### src/rtl/envelope_stream_sink.sv
// Envelope-chain AXI-Stream sink: captures FRAME_LEN samples into a FIFO for the core to pop.
// Optional macro ENV_SINK_DROP_EN: never backpressure in CAPTURE; drop on full and flag overflow.
module envelope_stream_sink #(
  parameter int DATA_W    = 32,
  parameter int DEPTH     = 64,
  parameter int FRAME_LEN = 320
) (
  input  logic                     CLK,
  input  logic                     RST,
  input  logic [DATA_W-1:0]        s_axis_data_tdata,
  input  logic                     s_axis_data_tvalid,
  output logic                     s_axis_data_tready,
  input  logic                     start,
  input  logic                     rd_en,
  output logic [DATA_W-1:0]        rd_data,
  output logic                     rd_valid,
  output logic [$clog2(DEPTH):0]   level,
  output logic                     busy,
  output logic                     frame_done,
  output logic                     done_pulse,
  output logic                     overflow
);
  localparam int AW = $clog2(DEPTH);
  localparam logic [15:0]   LAST_CNT = 16'(FRAME_LEN - 1);
  localparam logic [AW:0]   FULL_LVL = (AW+1)'(DEPTH);

  typedef enum logic [1:0] {IDLE, CAPTURE, DONE} state_t;

  state_t            state_q;
  logic [DATA_W-1:0] mem_q [DEPTH];
  logic [AW-1:0]     wr_ptr_q, rd_ptr_q;
  logic [AW:0]       level_q, level_d;
  logic [15:0]       cnt_q;
  logic [DATA_W-1:0] rd_data_q;
  logic              rd_valid_q, busy_q, frame_done_q, done_pulse_q, overflow_q;

  logic full, cap_xfer, push, pop, last;

  // tready is a function of registered state only
  assign full = (level_q == FULL_LVL);
`ifdef ENV_SINK_DROP_EN
  assign s_axis_data_tready = 1'b1;
`else
  assign s_axis_data_tready = !((state_q == CAPTURE) && full);
`endif

  assign cap_xfer = s_axis_data_tvalid && s_axis_data_tready && (state_q == CAPTURE) && !start;
  assign push     = cap_xfer && !full;
  assign pop      = rd_en && (level_q != '0);
  assign last     = cap_xfer && (cnt_q == LAST_CNT);

  always_comb begin
    level_d = level_q;
    if (push && !pop)      level_d = level_q + 1'b1;
    else if (pop && !push) level_d = level_q - 1'b1;
  end

  always_ff @(posedge CLK) begin
    if (push) mem_q[wr_ptr_q] <= s_axis_data_tdata;
  end

  always_ff @(posedge CLK) begin
    if (RST) begin
      state_q      <= IDLE;
      wr_ptr_q     <= '0;
      rd_ptr_q     <= '0;
      level_q      <= '0;
      cnt_q        <= '0;
      rd_data_q    <= '0;
      rd_valid_q   <= 1'b0;
      busy_q       <= 1'b0;
      frame_done_q <= 1'b0;
      done_pulse_q <= 1'b0;
      overflow_q   <= 1'b0;
    end else begin
      rd_valid_q   <= pop;
      done_pulse_q <= 1'b0;
      if (pop) begin
        rd_data_q <= mem_q[rd_ptr_q];
        rd_ptr_q  <= rd_ptr_q + 1'b1;
      end
      if (start) begin
        // flush wins over any concurrent push/pop bookkeeping
        state_q      <= CAPTURE;
        busy_q       <= 1'b1;
        frame_done_q <= 1'b0;
        wr_ptr_q     <= '0;
        rd_ptr_q     <= '0;
        level_q      <= '0;
        cnt_q        <= '0;
        overflow_q   <= 1'b0;
      end else begin
        level_q <= level_d;
        if (push)     wr_ptr_q <= wr_ptr_q + 1'b1;
        if (cap_xfer) cnt_q    <= cnt_q + 1'b1;
`ifdef ENV_SINK_DROP_EN
        if (cap_xfer && full) overflow_q <= 1'b1;
`endif
        if (last) begin
          state_q      <= DONE;
          busy_q       <= 1'b0;
          frame_done_q <= 1'b1;
          done_pulse_q <= 1'b1;
        end
      end
    end
  end

  assign rd_data    = rd_data_q;
  assign rd_valid   = rd_valid_q;
  assign level      = level_q;
  assign busy       = busy_q;
  assign frame_done = frame_done_q;
  assign done_pulse = done_pulse_q;
  assign overflow   = overflow_q;
endmodule
### config.mk
export PLATFORM = sky130hd
export DESIGN_NAME = envelope_stream_sink
export DESIGN_NICKNAME = d
export VERILOG_FILES = /design/src/rtl/envelope_stream_sink.sv
export SDC_FILE = /design/constraint.sdc
export NUM_CORES = 2
export LEC_CHECK = 0
export CAP_MARGIN = 10
export CORE_ASPECT_RATIO = 1.75
export CORE_UTILIZATION = 55
export DETAILED_ROUTE_END_ITERATION = 10
export PLACE_DENSITY = 0.71
export SLEW_MARGIN = 20
export SYNTH_ARGS = -nofsm -noshare
export SYNTH_HDL_FRONTEND = slang
export SYNTH_SLANG_ARGS = --single-unit
### constraint.sdc
create_clock -name CLK -period 10.83 [get_ports CLK]
set_clock_uncertainty 0.1 [all_clocks]
set_input_delay 2.166 -clock CLK [delete_from_list [all_inputs] [get_ports CLK]]
set_output_delay 2.166 -clock CLK [all_outputs]
set_load 0.01 [all_outputs]
Word level (Yosys, flattened, before mapping). Memories as Yosys holds them, arrays and structs flattened. A register that Yosys moved wholly into a read port is not among the register bits. Index checks and enable logic that the tools add are counted.

Flip-flop bits (word level): 40. Memory bits (writable): 2048. Input bits: 37. Output and inout bits: 45. Word-level logic and storage cells: 45. Memories kept: 1.

$add $sub $neg: 5. Eq/ne operators: 3. Mux-type cells: 9. Reductions and logical operators: 18.

Memory list: mem_q (words 64, width 32, rd ports 1, clocked after memory_dff 1, write ports 1, line 30) `logic [DATA_W-1:0] mem_q [DEPTH];`.

Operators by type and width (number): $add A16 B1 Y16 const B (1); $eq A16 B9 Y1 const B (1); $mux W7 (2); $add A6 B1 Y6 const B (2); $logic_and A1 B1 Y1 (9); $add A7 B1 Y7 const B (1); $eq A7 B7 Y1 const B (1); $mux W1 (7); $reduce_bool A7 Y1 (1); $sub A7 B1 Y7 const B (1); $logic_not A1 Y1 (5); $reduce_bool A2 Y1 (2); $eq A2 B1 Y1 const B (1); $reduce_or A2 Y1 (1).

Longest topological paths before layout.
Depth after elaboration: 11. Depth in mapped cells: 12. Gate-level depth less buffers: 11.

Worst setup path before layout. Ideal clock, no wire load.

Path type: input to register. Start: input port start. End: memory mem_q[62][0], enable pin. Setup time: 421 ps. Data arrival time: 4626 ps. Data required time: 10309 ps. Slack: 5682 ps. Stages on the path: 6. Buffers on the path: 1. Cells stage by stage: and4bb_2 > o31ai_4 > inv_1 > buf_2 > nand4b_1 > nor2_1.

Word-level cells in the longest chain between the ends: 5.

RTL lines: start, declared (line 13) `input logic start,`; $logic_not A1 Y1 (line 47) `assign cap_xfer = s_axis_data_tvalid && s_axis_data_tready && (state_q == CAPTURE) && !start;`; $logic_and A1 B1 Y1 (line 47); $logic_and A1 B1 Y1 (line 48) `assign push = cap_xfer && !full;`; named net push (line 37) `logic full, cap_xfer, push, pop, last;`; $mux W1 (line 59) `if (push) mem_q[wr_ptr_q] <= s_axis_data_tdata;`; $mux W1 (implied by the code) (line 59); end, declared (line 30).

The timed path passes the listed nets, and every way through them passes these cells.

Worst setup path after layout.
Start: input port start. End: memory mem_q[37][14], enable pin.

Word-level cells in the longest chain between the ends: 5.

RTL lines (line): $logic_not A1 Y1 (47); $logic_and A1 B1 Y1 (47); $logic_and A1 B1 Y1 (48); $mux W1 (59); $mux W1 (implied by the code) (59).

No other way between the ends.

==> results.tsv <==
stage	metric	value	unit
synth	syn_avg_cell_area	21.9	um2
status	status	complete, no violations	
power	power_switching	0.00379	W
setup_path	critPathLaunchType	primary input	
timing	slew_headroom	20.2	%
detailed_routing	post_drt_wl_per_cell	35.9	um
setup_path	worstSetupEndpointType	register	
global_routing	grt_pass1_wl	301000	um
placement	routabilityCongestion	0.955	
clock_tree	clkLatencyLatePin	810	ps
synth	ys_ff_latch	2119	
synth	synth_edf_count	2048	
final_layout	fillers	9835	
synth	yosysTopAreaCell	edfxtp_1	
setup_path	critPathBufInv	3	
power	power	0.0168	W
setup_path	timing.rr.end	rd_data[0]$_SDFFE_PP0P_	
setup_path	r2r_slack	5870	ps
clock_tree	holdBufCountCts	0	
timing	slew_violations	0	
power	powerDensity	185	nW/um2
timing	rsz0062_at_grt	false	
power	power.share.clock	37.3	%
min_path	hold_path_class	reg -> reg	
global_routing	grt_pass1_vias	39450	
synth	synth-seq-area-share	77.2	%
clock_tree	numCtsBuffers	176	
detailed_routing	totalWireLength	215000	um
global_routing	grtUsageMet2	47.9	%
setup_path	path_cells	clkdlybuf4s50_1, and4bb_2, o31ai_4, inv_1, nand4b_1, buf_4, nor2_4	
floorplanning	num_rows	186	
global_routing	grt_max_degree	107	
floorplanning	coreArea	147000	um2
timing	hold_slack	388	ps
setup_path	cp_top_family	simple AND/OR/NAND/NOR gates	
setup_path	slowest_delay	840	ps
clock_tree	h-tree-depth	4	
power	p_seq_share	54.4	%
synth	synth_top_flop_cell	edfxtp_1	
final_layout	final_net_count	3924	
timing	fin_crit	5480	ps
floorplanning	die_w	293	um
global_routing	grt_overflow	0	
detailed_routing	dr.pass1.iters	6	
setup_path	path_depth	7	
clock_tree	post_cts_buffers	0	
clock_tree	cts_tree	yes	
detailed_routing	avgViaCountPerCell	6.65	
setup_path	cpMaxStageDelayCell	nor2_4	
synth	netlist.area_leader.share	75.5	%
placement	hpwl	132000	um
floorplanning	die_h	511	um
floorplanning	start_util	55.5	%
final_layout	design_area	90800	um2
timing	finalSetupViolations	0	
synth	synth_area	81500	um2
floorplanning	die_area	150000	um2
placement	io_buffers	80	
setup_path	crit_arrival	5790	ps
floorplanning	ios	82	
timing	timing.fmax	183	MHz
synth	synth_area_leaders	edfxtp_1 (75%), mux4_2 (12%), mux2i_1 (2.0%)	
placement	place_area	84800	um2
global_routing	use_met3	4.84	%
final_layout	post-route-util	61.8	%
clock_tree	clk_path_buf_depth	3	
power	internal_power	0.0130	W
synth	synth_cell_types	73	
job	cap_viol_max_count	0	
synth	yosysWarnings	0	
setup_path	startpoint	start	
synth	async_reset_ff_share	0	%
synth	synth_cells	3727	
power	irDropWorstVdd	188	uV
final_layout	area_delta_synth_final	11.5	%
timing	tightest_slew	1190	ps
detailed_routing	dr.first_iter.drc_count	5476	
setup_path	reg2reg_depth	8	
timing	fin_crit_sh	50.6	%
power	p_sw_share	22.6	%
setup_path	path_max_fanout	32	
global_routing	grt_util_met1	36.2	%
global_routing	top_usage_layer	met2	
power	power_leakage	27.2	nW
clock_tree	clockRootBuffer	clkbuf_16	
setup_path	endpoint	mem_q[37][14]$_DFFE_PP_	
setup_path	crit_required	11140	ps
setup_path	path_class	in -> reg	
detailed_routing	ant_nets	0	
detailed_routing	drc	0	
global_routing	grt_usage	29.2	%
timing	finalSetupTns	0	ps
setup_path	reg2reg_from	rd_ptr_q[0]$_SDFFE_PP0P_	
detailed_routing	vias	39853	
power	p_comb_share	8.3	%
clock_tree	cts_resized	0	
global_routing	antenna_found_initial	12	
timing	hold_violations	0	
clock_tree	clk_pin_slew	70	ps
synth	synth_nets	3775	
final_layout	drive_gt1_share	23.4	%
clock_tree	clock-sinks	2119	
==> worst min-delay path: stages (launching register included) <==
cell	delay, ps
dfxtp_1	310
inv_1	70
a21oi_1	60
==> flip-flops by register name (all words and copies together), names as in the netlist <==
name and count:
done_pulse 1, rd_valid 1, level 7, cnt_q 16
state_q 1, mem_q 2048, wr_ptr_q 6, rd_ptr_q 6
frame_done 1, rd_data 32
==> area by class of cell <==
class                   count  area [um2]  share of cell area [%]
diodes                      4        10.0                  0.0110
clock buffers             216        4600                    5.06
clock inverters           102         966                    1.06
inverters                  14        55.1                  0.0606
multi-input cells        1384       17800                    19.6
flip-flops and latches   2119       62900                    69.3
well taps                1974        2470                    2.72
repair buffers            181        2010                    2.22
==> metrics by stage <==
step | setup slack, ps | std cells
finish | 5350 | 5994
CTS | 5390 | 5969
global route | 5250 | 5991
global placement | 4540 | 5640
floorplan | 5680 | 3727
detailed placement | 4560 | 5651
==> Yosys cell counts, types with 4 or more instances <==
library cell  instances
a21oi_1              32
nor3_1                5
edfxtp_1           2048
xor2_1               15
nand4b_1              4
clkbuf_1             65
dfxtp_1              71
or3b_2                5
ha_1                 10
mux4_1               39
nor4_1                4
and2_1                5
xnor2_1              14
nand4_1              14
buf_1                15
o22ai_1              41
nor2_1              121
buf_2                69
o221ai_1             32
buf_6                25
and3_1                4
nor2b_1               8
or3_1                 5
mux2i_1             165
mux4_2              441
a211o_1              18
a32oi_1               9
nand3b_1             10
or2_2                 4
a221oi_1             19
o2111ai_1             7
a22oi_1              16
nand2_1             132
a211oi_1             14
buf_4                30
a221o_1              16
o21ai_0              32
nand3_1              44
o211ai_1             14
mux2_2               25
a2111oi_0            10
inv_1                12
a21o_1                4
o22a_1               10
==> cell usage in the layout, fill, tap and decap left out, types with 10 or more instances in the layout <==
master	n
edfxtp_1	2048
mux4_2	441
clkbuf_16	178
mux2i_1	165
nand2_1	132
buf_4	85
dfxtp_1	66
nor2_4	64
nor2_1	56
clkdlybuf4s50_1	48
nand3_1	44
o22ai_1	41
mux4_1	39
clkbuf_1	38
clkinv_2	35
a21oi_1	32
o21ai_0	32
o221ai_1	32
clkinv_1	31
buf_12	30
mux2_2	25
a211o_1	18
a221oi_1	18
a22oi_1	16
a221o_1	16
xor2_1	15
a211oi_1	14
o211ai_1	14
nand4_1	14
xnor2_1	14
bufinv_16	14
inv_1	12
nand3b_1	10
o22a_1	10
ha_1	10
==> routing by layer <==
metal,vias up,wire length [um]
met2,2313,108000
met1,21088,72700
met4,10,15500
li1,15972,-
met3,470,18800
met5,-,66
==> power groups by stage <==
stage / clock network [W] / registers, W / logic [W]
final: 0.00626 / 0.00913 / 0.00139
after global routing: 0.00657 / 0.00913 / 0.00146
after CTS: 0.00630 / 0.00913 / 0.00140
after detailed placement: 0 / 0.00931 / 0.00140
after global placement: 0 / 0.00931 / 0.00138
after floorplan: 0 / 0.00925 / 0.000874
==> worst min path at each step <==
stage	start	end	slack (ps)	depth (start not counted)
6_report	frame_done$_SDFFE_PP0P_	frame_done$_SDFFE_PP0P_	390	2
2_1_floorplan	cnt_q[5]$_SDFFE_PP0P_	cnt_q[5]$_SDFFE_PP0P_	370	2
5_1_grt	cnt_q[5]$_SDFFE_PP0P_	cnt_q[5]$_SDFFE_PP0P_	440	2
4_1_cts	frame_done$_SDFFE_PP0P_	frame_done$_SDFFE_PP0P_	400	2
3_5_place_dp	frame_done$_SDFFE_PP0P_	frame_done$_SDFFE_PP0P_	390	2
3_3_place_gp	frame_done$_SDFFE_PP0P_	frame_done$_SDFFE_PP0P_	390	2
==> logic make-up (layout without fill, tap and decap cells) <==
| kind of cell | Yosys count | after routing | synth area share [%] |
|---|---|---|---|
| adder cells (fa/ha/maj) | 11 | 11 | 0.178 |
| AND/OR/NAND/NOR | 379 | 379 | 2.16 |
| buffers and inverters | 224 | 513 | 1.59 |
| flip-flops | 2119 | 2119 | 77.2 |
| multiplexers | 670 | 670 | 15.8 |
| XOR/XNOR | 29 | 29 | 0.312 |
| other | 1 | 5 | 0.00460 |
| AO/OA/AOI/OAI | 294 | 294 | 2.70 |
No activity file was read; power rests on OpenSTA's default activity.
